`src/rtl/i2s_rx_pkg.sv`:
```
// Shared types and constants for the I2S receiver: slot-tracking states,
// word geometry, default tuning values and the slot bit-placement helper.
package i2s_rx_pkg;

    localparam int WORD_W              = 32;
    localparam int CNT_W               = 6;
    localparam int DEFAULT_SYNC_STAGES = 2;
    localparam int DEFAULT_TIMEOUT     = 256;

    // A count of 33 marks a slot that carried more bits than a word holds
    localparam logic [CNT_W-1:0] CNT_SAT = 6'd33;

    typedef enum logic [1:0] {
        IDLE  = 2'd0,
        LEFT  = 2'd1,
        RIGHT = 2'd2
    } rx_state_t;

    // Sets bit n of a slot (n = 0 is the MSB) at word position 31-n
    function automatic logic [WORD_W-1:0] place_bit(
        input logic [WORD_W-1:0] word,
        input logic [CNT_W-1:0]  cnt,
        input logic              sd
    );
        logic [WORD_W-1:0] v_word;
        logic [4:0]        v_pos;
        v_word = word;
        v_pos  = 5'd31 - cnt[4:0];
        if (sd && (cnt < 6'd32)) begin
            v_word[v_pos] = 1'b1;
        end else begin
            v_word = word;
        end
        return v_word;
    endfunction

endpackage

```
`src/rtl/i2s_sync_receiver_pin_synchroniser.sv`:
```
// Flip-flop synchroniser for one asynchronous I2S pin, plus a rising-edge
// strobe built from the last two synchronised samples.
module pin_synchroniser
    import i2s_rx_pkg::*;
#(
    parameter int STAGES = DEFAULT_SYNC_STAGES
) (
    input  logic clk,
    input  logic rst,
    input  logic i_pin,
    output logic o_sync,
    output logic o_rise
);

    logic [STAGES-1:0] r_chain;
    logic              r_prev;

    // Shift the pin through the synchroniser chain and remember the last output
    always_ff @(posedge clk) begin
        if (rst) begin
            r_chain <= '0;
            r_prev  <= 1'b0;
        end else begin
            r_chain[0] <= i_pin;
            for (int i = 1; i < STAGES; i++) begin
                r_chain[i] <= r_chain[i-1];
            end
            r_prev <= r_chain[STAGES-1];
        end
    end

    assign o_sync = r_chain[STAGES-1];
    assign o_rise = r_chain[STAGES-1] & ~r_prev;

endmodule

```
`src/rtl/i2s_sync_receiver.sv`:
```
// I2S receiver: synchronises the bus pins, assembles left/right slots and
// hands matched stereo pairs to a valid/ready consumer.
module i2s_sync_receiver
    import i2s_rx_pkg::*;
#(
    parameter int SYNC_STAGES = DEFAULT_SYNC_STAGES,
    parameter int TIMEOUT     = DEFAULT_TIMEOUT
) (
    input  logic              clk,
    input  logic              rst,
    input  logic              i2s_bclk,
    input  logic              i2s_fclk,
    input  logic              i2s_data,
    output logic [WORD_W-1:0] data_left,
    output logic [WORD_W-1:0] data_right,
    output logic              valid,
    input  logic              ready,
    output logic              locked,
    output logic              overrun,
    output logic              frame_error
);

    localparam int TO_W = $clog2(TIMEOUT + 1);

    logic w_bclk_rise, w_ws, w_sd;
    logic w_unused_bclk_sync, w_unused_ws_rise, w_unused_sd_rise;

    pin_synchroniser #(.STAGES(SYNC_STAGES)) u_sync_bclk (
        .clk(clk), .rst(rst), .i_pin(i2s_bclk), .o_sync(w_unused_bclk_sync), .o_rise(w_bclk_rise)
    );
    pin_synchroniser #(.STAGES(SYNC_STAGES)) u_sync_ws (
        .clk(clk), .rst(rst), .i_pin(i2s_fclk), .o_sync(w_ws), .o_rise(w_unused_ws_rise)
    );
    pin_synchroniser #(.STAGES(SYNC_STAGES)) u_sync_sd (
        .clk(clk), .rst(rst), .i_pin(i2s_data), .o_sync(w_sd), .o_rise(w_unused_sd_rise)
    );

    logic              r_smp_v, r_smp_ws, r_smp_sd, r_ws_prev;
    rx_state_t         r_state;
    logic [WORD_W-1:0] r_shreg, r_left_word, r_data_left, r_data_right;
    logic [CNT_W-1:0]  r_cnt, r_left_cnt;
    logic [TO_W-1:0]   r_to_cnt;
    logic              r_valid, r_locked, r_overrun, r_frame_error;

    // Capture word select and data on each synchronised bclk rising edge
    always_ff @(posedge clk) begin
        if (rst) begin
            r_smp_v  <= 1'b0;
            r_smp_ws <= 1'b0;
            r_smp_sd <= 1'b0;
        end else begin
            r_smp_v <= w_bclk_rise;
            if (w_bclk_rise) begin
                r_smp_ws <= w_ws;
                r_smp_sd <= w_sd;
            end
        end
    end

    // The bit sampled on a ws change still belongs to the slot that is ending
    logic              w_boundary, w_pair_done, w_pair_ok, w_timeout, w_xfer;
    logic [CNT_W-1:0]  w_cnt_next;
    logic [WORD_W-1:0] w_word_next;

    assign w_boundary  = r_smp_v && (r_smp_ws != r_ws_prev);
    assign w_cnt_next  = (r_cnt == CNT_SAT) ? CNT_SAT : r_cnt + 6'd1;
    assign w_word_next = place_bit(r_shreg, r_cnt, r_smp_sd);
    assign w_pair_done = w_boundary && (r_state == RIGHT) && !r_smp_ws;
    assign w_pair_ok   = w_pair_done && (r_left_cnt == w_cnt_next);
    assign w_timeout   = !r_smp_v && (r_to_cnt == TO_W'(TIMEOUT - 1));
    assign w_xfer      = r_valid && ready;

    // Slot FSM, loss-of-lock timer and output handshake
    always_ff @(posedge clk) begin
        if (rst) begin
            r_state       <= IDLE;
            r_ws_prev     <= 1'b0;
            r_shreg       <= '0;
            r_cnt         <= '0;
            r_left_word   <= '0;
            r_left_cnt    <= '0;
            r_to_cnt      <= '0;
            r_data_left   <= '0;
            r_data_right  <= '0;
            r_valid       <= 1'b0;
            r_locked      <= 1'b0;
            r_overrun     <= 1'b0;
            r_frame_error <= 1'b0;
        end else begin
            r_frame_error <= w_pair_done && !w_pair_ok;

            if (w_pair_ok && (!r_valid || ready)) begin
                r_data_left  <= r_left_word;
                r_data_right <= w_word_next;
                r_valid      <= 1'b1;
            end else if (w_xfer) begin
                r_valid <= 1'b0;
            end

            // A held pair is never overwritten; the newcomer is lost instead
            if (w_pair_ok && r_valid && !ready) begin
                r_overrun <= 1'b1;
            end

            if (w_pair_ok) begin
                r_locked <= 1'b1;
            end else if (w_timeout) begin
                r_locked <= 1'b0;
            end

            if (r_smp_v) begin
                r_to_cnt  <= '0;
                r_ws_prev <= r_smp_ws;
                if (w_boundary) begin
                    r_shreg <= '0;
                    r_cnt   <= '0;
                    case (r_state)
                        IDLE: begin
                            if (!r_smp_ws) r_state <= LEFT;
                        end
                        LEFT: begin
                            if (r_smp_ws) begin
                                r_state     <= RIGHT;
                                r_left_word <= w_word_next;
                                r_left_cnt  <= w_cnt_next;
                            end
                        end
                        RIGHT: begin
                            if (!r_smp_ws) r_state <= LEFT;
                        end
                        default: r_state <= IDLE;
                    endcase
                end else begin
                    r_shreg <= w_word_next;
                    r_cnt   <= w_cnt_next;
                end
            end else if (w_timeout) begin
                r_to_cnt <= '0;
                r_state  <= IDLE;
                r_shreg  <= '0;
                r_cnt    <= '0;
            end else begin
                r_to_cnt <= r_to_cnt + TO_W'(1);
            end
        end
    end

    assign data_left   = r_data_left;
    assign data_right  = r_data_right;
    assign valid       = r_valid;
    assign locked      = r_locked;
    assign overrun     = r_overrun;
    assign frame_error = r_frame_error;

endmodule

```
`config.mk`:
```
export PLATFORM = sky130hd
export DESIGN_NAME = i2s_sync_receiver
export DESIGN_NICKNAME = d
export VERILOG_FILES = /design/src/rtl/i2s_rx_pkg.sv /design/src/rtl/i2s_sync_receiver_pin_synchroniser.sv /design/src/rtl/i2s_sync_receiver.sv
export SDC_FILE = /design/constraint.sdc
export NUM_CORES = 1
export LEC_CHECK = 0
export ABC_CLOCK_PERIOD_IN_PS = 5050
export CORE_MARGIN = 2
export CORE_UTILIZATION = 50
export CTS_BUF_LIST = sky130_fd_sc_hd__clkbuf_16
export DETAILED_ROUTE_END_ITERATION = 7
export PLACE_DENSITY = 0.73
export RECOVER_POWER = 100
export REMOVE_ABC_BUFFERS = 1
export SLEW_MARGIN = 20
export SYNTH_ARGS = -nofsm -noshare
export SYNTH_HDL_FRONTEND = slang
export SYNTH_SLANG_ARGS = --single-unit
```
`constraint.sdc`:
```
create_clock -name clk -period 5.05 [get_ports clk]
set_input_delay 0.7575 -clock clk [delete_from_list [all_inputs] [get_ports clk]]
set_output_delay 0.7575 -clock clk [all_outputs]
set_load 0.005 [all_outputs]
```
==> results of run 1 <==
==> worst register-to-register path: stages (launching register included) <==
cell and delay [ns]:
dfxtp_1 0.66, and3_1 0.42, and3_1 0.28, xor3_1 0.28
nor4_1 0.42, clkbuf_2 0.88, mux2_1 0.44
==> cell type report <==
type                       instances  area, um2
multi-input combinational        514       3240
sequential                       166       3320
tap                              176        220
timing repair buffer              77        752
clock buffer                      17        425
inverter                          11       41.3
clock inverter                    14        145
fill                            1124       5200
==> worst min path at each step <==
stage	end	cells after the start	slack [ns]
after floorplan	r_smp_v	1	0.39
after global placement	r_smp_v	1	0.40
after detailed placement	r_smp_v	1	0.42
after CTS	r_smp_v	1	0.43
after global routing	r_smp_v	1	0.45
final	r_smp_v	1	0.42
==> synthesized netlist by cell type (11+ instances only) <==
cell type / instances
inv_1: 11
mux2i_1: 34
nand2_1: 13
mux2_1: 28
nor2_1: 120
nand2b_1: 70
a21oi_1: 72
nor2b_1: 45
a211oi_1: 36
o21ai_0: 15
clkbuf_1: 41
dfxtp_1: 166
==> state kept, by name (all words and copies together), names as in the netlist <==
register	count
data_left	32
data_right	32
r_left_word	32
r_shreg	32
r_to_cnt	9
r_cnt	6
r_left_cnt	6
r_state	2
u_sync_bclk.r_chain	2
u_sync_sd.r_chain	2
u_sync_ws.r_chain	2
frame_error	1
locked	1
overrun	1
r_smp_sd	1
r_smp_v	1
r_smp_ws	1
r_ws_prev	1
u_sync_bclk.r_prev	1
valid	1
==> per-stage QoR <==
step	instance area [um2]	hold WS, ns	instances
after floorplan	6600	0.392	691
after global placement	7590	0.399	944
after detailed placement	7590	0.418	944
after CTS	8160	0.427	975
after global routing	8150	0.450	975
final	8150	0.424	975
==> kinds of logic (layout without fill, tap and decap cells) <==
group | after synthesis | after routing
AND/OR/NAND/NOR | 294 | 294
flip-flops | 166 | 166
adder cells (fa/ha/maj) | 6 | 6
XOR/XNOR | 11 | 11
AO/OA/AOI/OAI | 137 | 137
buffers and inverters | 66 | 119
multiplexers | 66 | 66
==> cell usage in the layout, fill, tap and decap left out, types with 3 or more instances in the layout <==
cell,count
dfxtp_1,166
nor2_1,118
a21oi_1,72
nand2b_1,70
dlygate4sd3_1,68
nor2b_1,45
a211oi_1,36
mux2i_1,34
mux2_1,28
clkbuf_16,17
inv_1,15
o21ai_0,15
nand2_1,13
and2_1,9
xnor2_1,8
nand3_1,6
ha_1,6
nor3_1,5
and3_1,4
or3_1,4
nor3b_1,4
mux2_2,4
o31ai_1,4
clkdlybuf4s50_1,4
bufinv_16,3
clkinv_1,3
buf_4,3
==> where the power goes <==
group          internal [mW]  leakage [nW]  switching [mW]
Sequential              1.31          1.34         0.00382
Clock                  0.762         0.287           0.488
Combinational         0.0186          1.44          0.0324
==> metal layers <==
metal	track usage, %	vias up	routed length, um
met3	4.61	19	642
met5	0	-	0
li1	-	2604	-
met1	25.2	2447	6370
met2	31.9	110	6540
met4	7.47	0	228
==> reports/results.ini, run 1 <==
[run_status]
status = finished, violations left
violations = max-capacitance violations, max-slew violations

[timing]
finalMaxSlewViolations = 67
finClkSkew_ns = 0.00760
finalCritPeriodShare_pct = 72.6
max_slew_margin_pct = -60.1
setup_tns_ns = 0
rsz0062_at_grt = false
tightest_slew_ns = 2.40
setup_ws_ns = 1.38
finalHoldViolations = 0
fmax_mhz = 273
setup_viol = 0
fin_crit_ns = 3.67

[clocking]
clk_path_buf_depth = 2
cts_tree = built
worstSkewPairLatency_ns = 0.42
cts.sinks = 166
post-cts-setup-buffers = 0
holdBufCountCts = 0
cts_root_buffer = clkbuf_16
cts_resized = 0
cts_made_buffers = 17
htreeDepth = 4
clk_pin_slew_worst_paths_ns = 0.06

[floorplan]
floorplan.initialDensity_pct = 51.4
die_area_mm2 = 0.0147
die_x_um = 121
rows = 42
die_h_um = 121
core_area_mm2 = 0.0133
io_pins = 74

[synthesis]
yosysUniqueCellTypes = 48
ys.flop_type = dfxtp_1
synth_area_leader_cell = dfxtp_1
synthSimpleGateAreaFrac_pct = 22.3
yosysTopAreaCellShare_pct = 48.4
async_reset_ff_share_pct = 0
synthTopCellsByArea = dfxtp_1 (48%), nor2_1 (6.6%), nand2b_1 (6.4%)
synthMuxAreaShare_pct = 10.2
seq_area_frac_synth_pct = 48.4
synth_cells = 746
synth_adder_area_share_pct = 1.09
ys_seq_elements = 166
syn_avg_cell_area_um2 = 9.20
synth_compound_area_share_pct = 11.8
synth_edf_count = 0
yosysWarnings = 0
synth_xor_area_share_pct = 1.62
synth_top_family_by_area = simple AND/OR/NAND/NOR gates
netlist_area_mm2 = 0.00686

[pwr]
powerDensity_mw_per_mm2 = 321
p_leak_nw = 3.07
power_mw = 2.62
peakVddDrop_mv = 0.250

[drt]
drtAntennaViolNets = 0
drc_errors = 0
drtIter0Drc = 318
first_pass_iters = 4
num_vias = 5180
avgRoutedWirePerCell_um = 14.1
vias_per_cell = 5.31
wirelength_um = 13800

[critical_path]
end_kind = register
crit-reg2reg-launch = r_cnt[3]
start_kind = input pin
rrSetupSlack_ns = 1.54
critPathSlowestCell = clkbuf_1
cp_num_cells = 4
reg2regPathDepth = 6
path_class = in -> reg
crit_required_ns = 5.35
cp_cell_sequence = clkbuf_1 > buf_4 > nor2_1 > mux2_1
critPathArrivalTime_ns = 3.97
startpoint = rst
critPathTopFamily = buffers and inverters
cp_num_buf_inv = 2
worst_r2r_endpoint = data_right[10]
endpoint = data_right[25]
max_stage_delay_ns = 1.67
cp_max_fo = 121

[grt]
grt_max_degree = 122
antenna_found_initial = 0
overflow = 0
grt_use_total_pct = 19.6
grt_pass1_wl_um = 22900
first_global_vias = 4849

[job]
drv_cap = 1

[finish]
diodes = 0
area_growth_pct = 18.7
drive_above_1_share_pct = 4.63
final_core_util_pct = 61.1
nets = 799

[min_path]
hold_class = reg -> reg
min_from = u_sync_bclk.r_prev

[place]
dpl.hpwl_um = 9020
dp_slack_ns = 2.05
gp_congestion = 0.914
portBuffers = 73

Power figures use the tool's default switching activity.
==> run 2: changes to the inputs <==
--- a/config.mk
+++ b/config.mk
@@ -5,12 +5,12 @@
 export SDC_FILE = /design/constraint.sdc
 export NUM_CORES = 1
 export LEC_CHECK = 0
-export ABC_CLOCK_PERIOD_IN_PS = 5050
+export ABC_CLOCK_PERIOD_IN_PS = 3000
 export CORE_MARGIN = 2
 export CORE_UTILIZATION = 50
 export CTS_BUF_LIST = sky130_fd_sc_hd__clkbuf_16
 export DETAILED_ROUTE_END_ITERATION = 7
-export PLACE_DENSITY = 0.73
+export PLACE_DENSITY = 0.76
 export RECOVER_POWER = 100
 export REMOVE_ABC_BUFFERS = 1
 export SLEW_MARGIN = 20
==> constraint.sdc (replaced) <==
create_clock -name clk -period 3 [get_ports clk]
set_input_delay 0.45 -clock clk [delete_from_list [all_inputs] [get_ports clk]]
set_output_delay 0.45 -clock clk [all_outputs]
set_load 0.005 [all_outputs]
==> reports/results.ini, run 2 (synthesis results as in run 1) <==
[clocking]
clk_pin_slew_worst_paths_ns = 0.06
cts.sinks = 166
cts_resized = 0
cts_root_buffer = clkbuf_16
holdBufCountCts = 0
post-cts-setup-buffers = 0
cts_tree = built
worstSkewPairLatency_ns = 0.43
cts_made_buffers = 17
htreeDepth = 4
clk_path_buf_depth = 2

[drt]
top_layer = met4
drt-met1-wl_um = 6600
num_vias = 5119
wl_met3_um = 479
avgRoutedWirePerCell_um = 14.2
vias_per_cell = 5.20
drtIter0Drc = 299
first_pass_iters = 5
drc_errors = 0
wl_met2_um = 6620
drtAntennaViolNets = 0
wirelength_um = 13900

[pwr]
powerDensity_mw_per_mm2 = 528
p_leak_nw = 3.11
peakVddDrop_mv = 0.305

[critical_path]
max_stage_delay_ns = 0.53
end_kind = register
critPathTopFamily = simple AND/OR/NAND/NOR gates
start_kind = register
cp_max_fo = 31
critPathArrivalTime_ns = 3.09
cp_num_buf_inv = 2
crit_required_ns = 3.32
path_class = reg -> reg
cp_cell_sequence = inv_1 > ha_1 > and4bb_1 > o21ai_0 > o2111ai_1 > nor4_2 > buf_12 > mux2_2
critPathSlowestCell = nor4_2

[run_status]
violations = max-capacitance violations, max-slew violations
status = finished, violations left

[timing]
setup_tns_ns = 0
finClkSkew_ns = 0.00906
fin_crit_ns = 2.78
finalCritPeriodShare_pct = 92.5
fmax_mhz = 360
setup_viol = 0
tightest_slew_ns = 2.07
rsz0062_at_grt = false
max_slew_margin_pct = -38.0
finalMaxSlewViolations = 182
finalHoldViolations = 0

[finish]
seq_area_mm2 = 0.00332
nets = 808
area_growth_pct = 19.7
final_cells = 984
layout.cells.most_common = dfxtp_1
multi_input_area_mm2 = 0.00325
nFillCells = 1180
diodes = 0
most-common-layout-cells = dfxtp_1 (166), nor2_1 (118), a21oi_1 (72), nand2b_1 (70), dlygate4sd3_1 (68)
drive_above_1_share_pct = 5.94

[grt]
grt_pass1_wl_um = 23300
first_global_vias = 4954
grt_use_total_pct = 19.9
overflow = 0
antenna_found_initial = 0
grt_max_degree = 131

[floorplan]
die_area_mm2 = 0.0147
floorplan.initialDensity_pct = 51.4
io_pins = 74
die_h_um = 121
rows = 42
die_x_um = 121
core_area_mm2 = 0.0133

[place]
dpl.hpwl_um = 9170
gp_congestion = 0.857
portBuffers = 73
dpl.cell_count = 953

[job]
drv_cap = 2

[min_path]
hold_class = in -> reg

## run 2: changes by cell type in the layout (fill, tap and decap cells not counted), sizes merged
cell / change
inv: -2
bufinv: -1
clkinv: +4
clkinvlp: -1
clkbuf: +3
buf: +6
## run 2: layer usage
layer,GRT usage (%),up-vias
li1,-,2608
met1,25.6,2395
met2,32.2,94
met3,4.84,22
met4,7.90,0
met5,0,-
## run 2: worst register-to-register path, cell delays in order (launching register included)
cell and delay, ns:
dfxtp_1 0.41, inv_1 0.11, ha_1 0.22, and4bb_1 0.24, o21ai_0 0.26, o2111ai_1 0.20, nor4_2 0.53, buf_12 0.29
mux2_2 0.40
## run 2: layout make-up
cell class	count	share of cell area, %
Clock buffer	17	5.18
Clock inverter	14	1.48
Inverter	11	0.503
Multi-Input combinational cell	514	39.5
Sequential cell	166	40.5
Tap cell	176	2.68
Timing Repair Buffer	86	10.2
## run 2: final timing paths
path | startpoint | to | slack [ns] | depth (start not counted)
worst min register to register | u_sync_bclk.r_prev | r_smp_v | 0.43 | 1
worst min-delay path | rst | r_smp_sd | 0.37 | 2
worst max register to register | r_cnt[1] | data_right[1] | 0.22 | 8
worst max-delay path | r_cnt[1] | data_right[1] | 0.22 | 8
## run 2: report_power, final
part / internal, mW / leakage (nW) / switching [mW] / total [mW]
registers: 2.21 / 1.34 / 0.00675 / 2.22
clock network: 1.20 / 0.283 / 0.835 / 2.03
logic: 0.0320 / 1.48 / 0.0558 / 0.0878
## run 2: stage by stage
step | hold WS, ns | power (mW) | instance area, um2 | utilization [%] | setup WS [ns]
after floorplan | 0.392 | 2.31 | 6600 | - | -7.04
after global placement | 0.397 | 2.36 | 7700 | 57.7 | 0.351
after detailed placement | 0.405 | 2.36 | 7700 | 57.7 | 0.275
after CTS | 0.264 | 4.38 | 8250 | 61.8 | 0.252
after global routing | 0.388 | 4.49 | 8210 | 61.5 | 0.0506
final | 0.371 | 4.34 | 8210 | 61.5 | 0.225
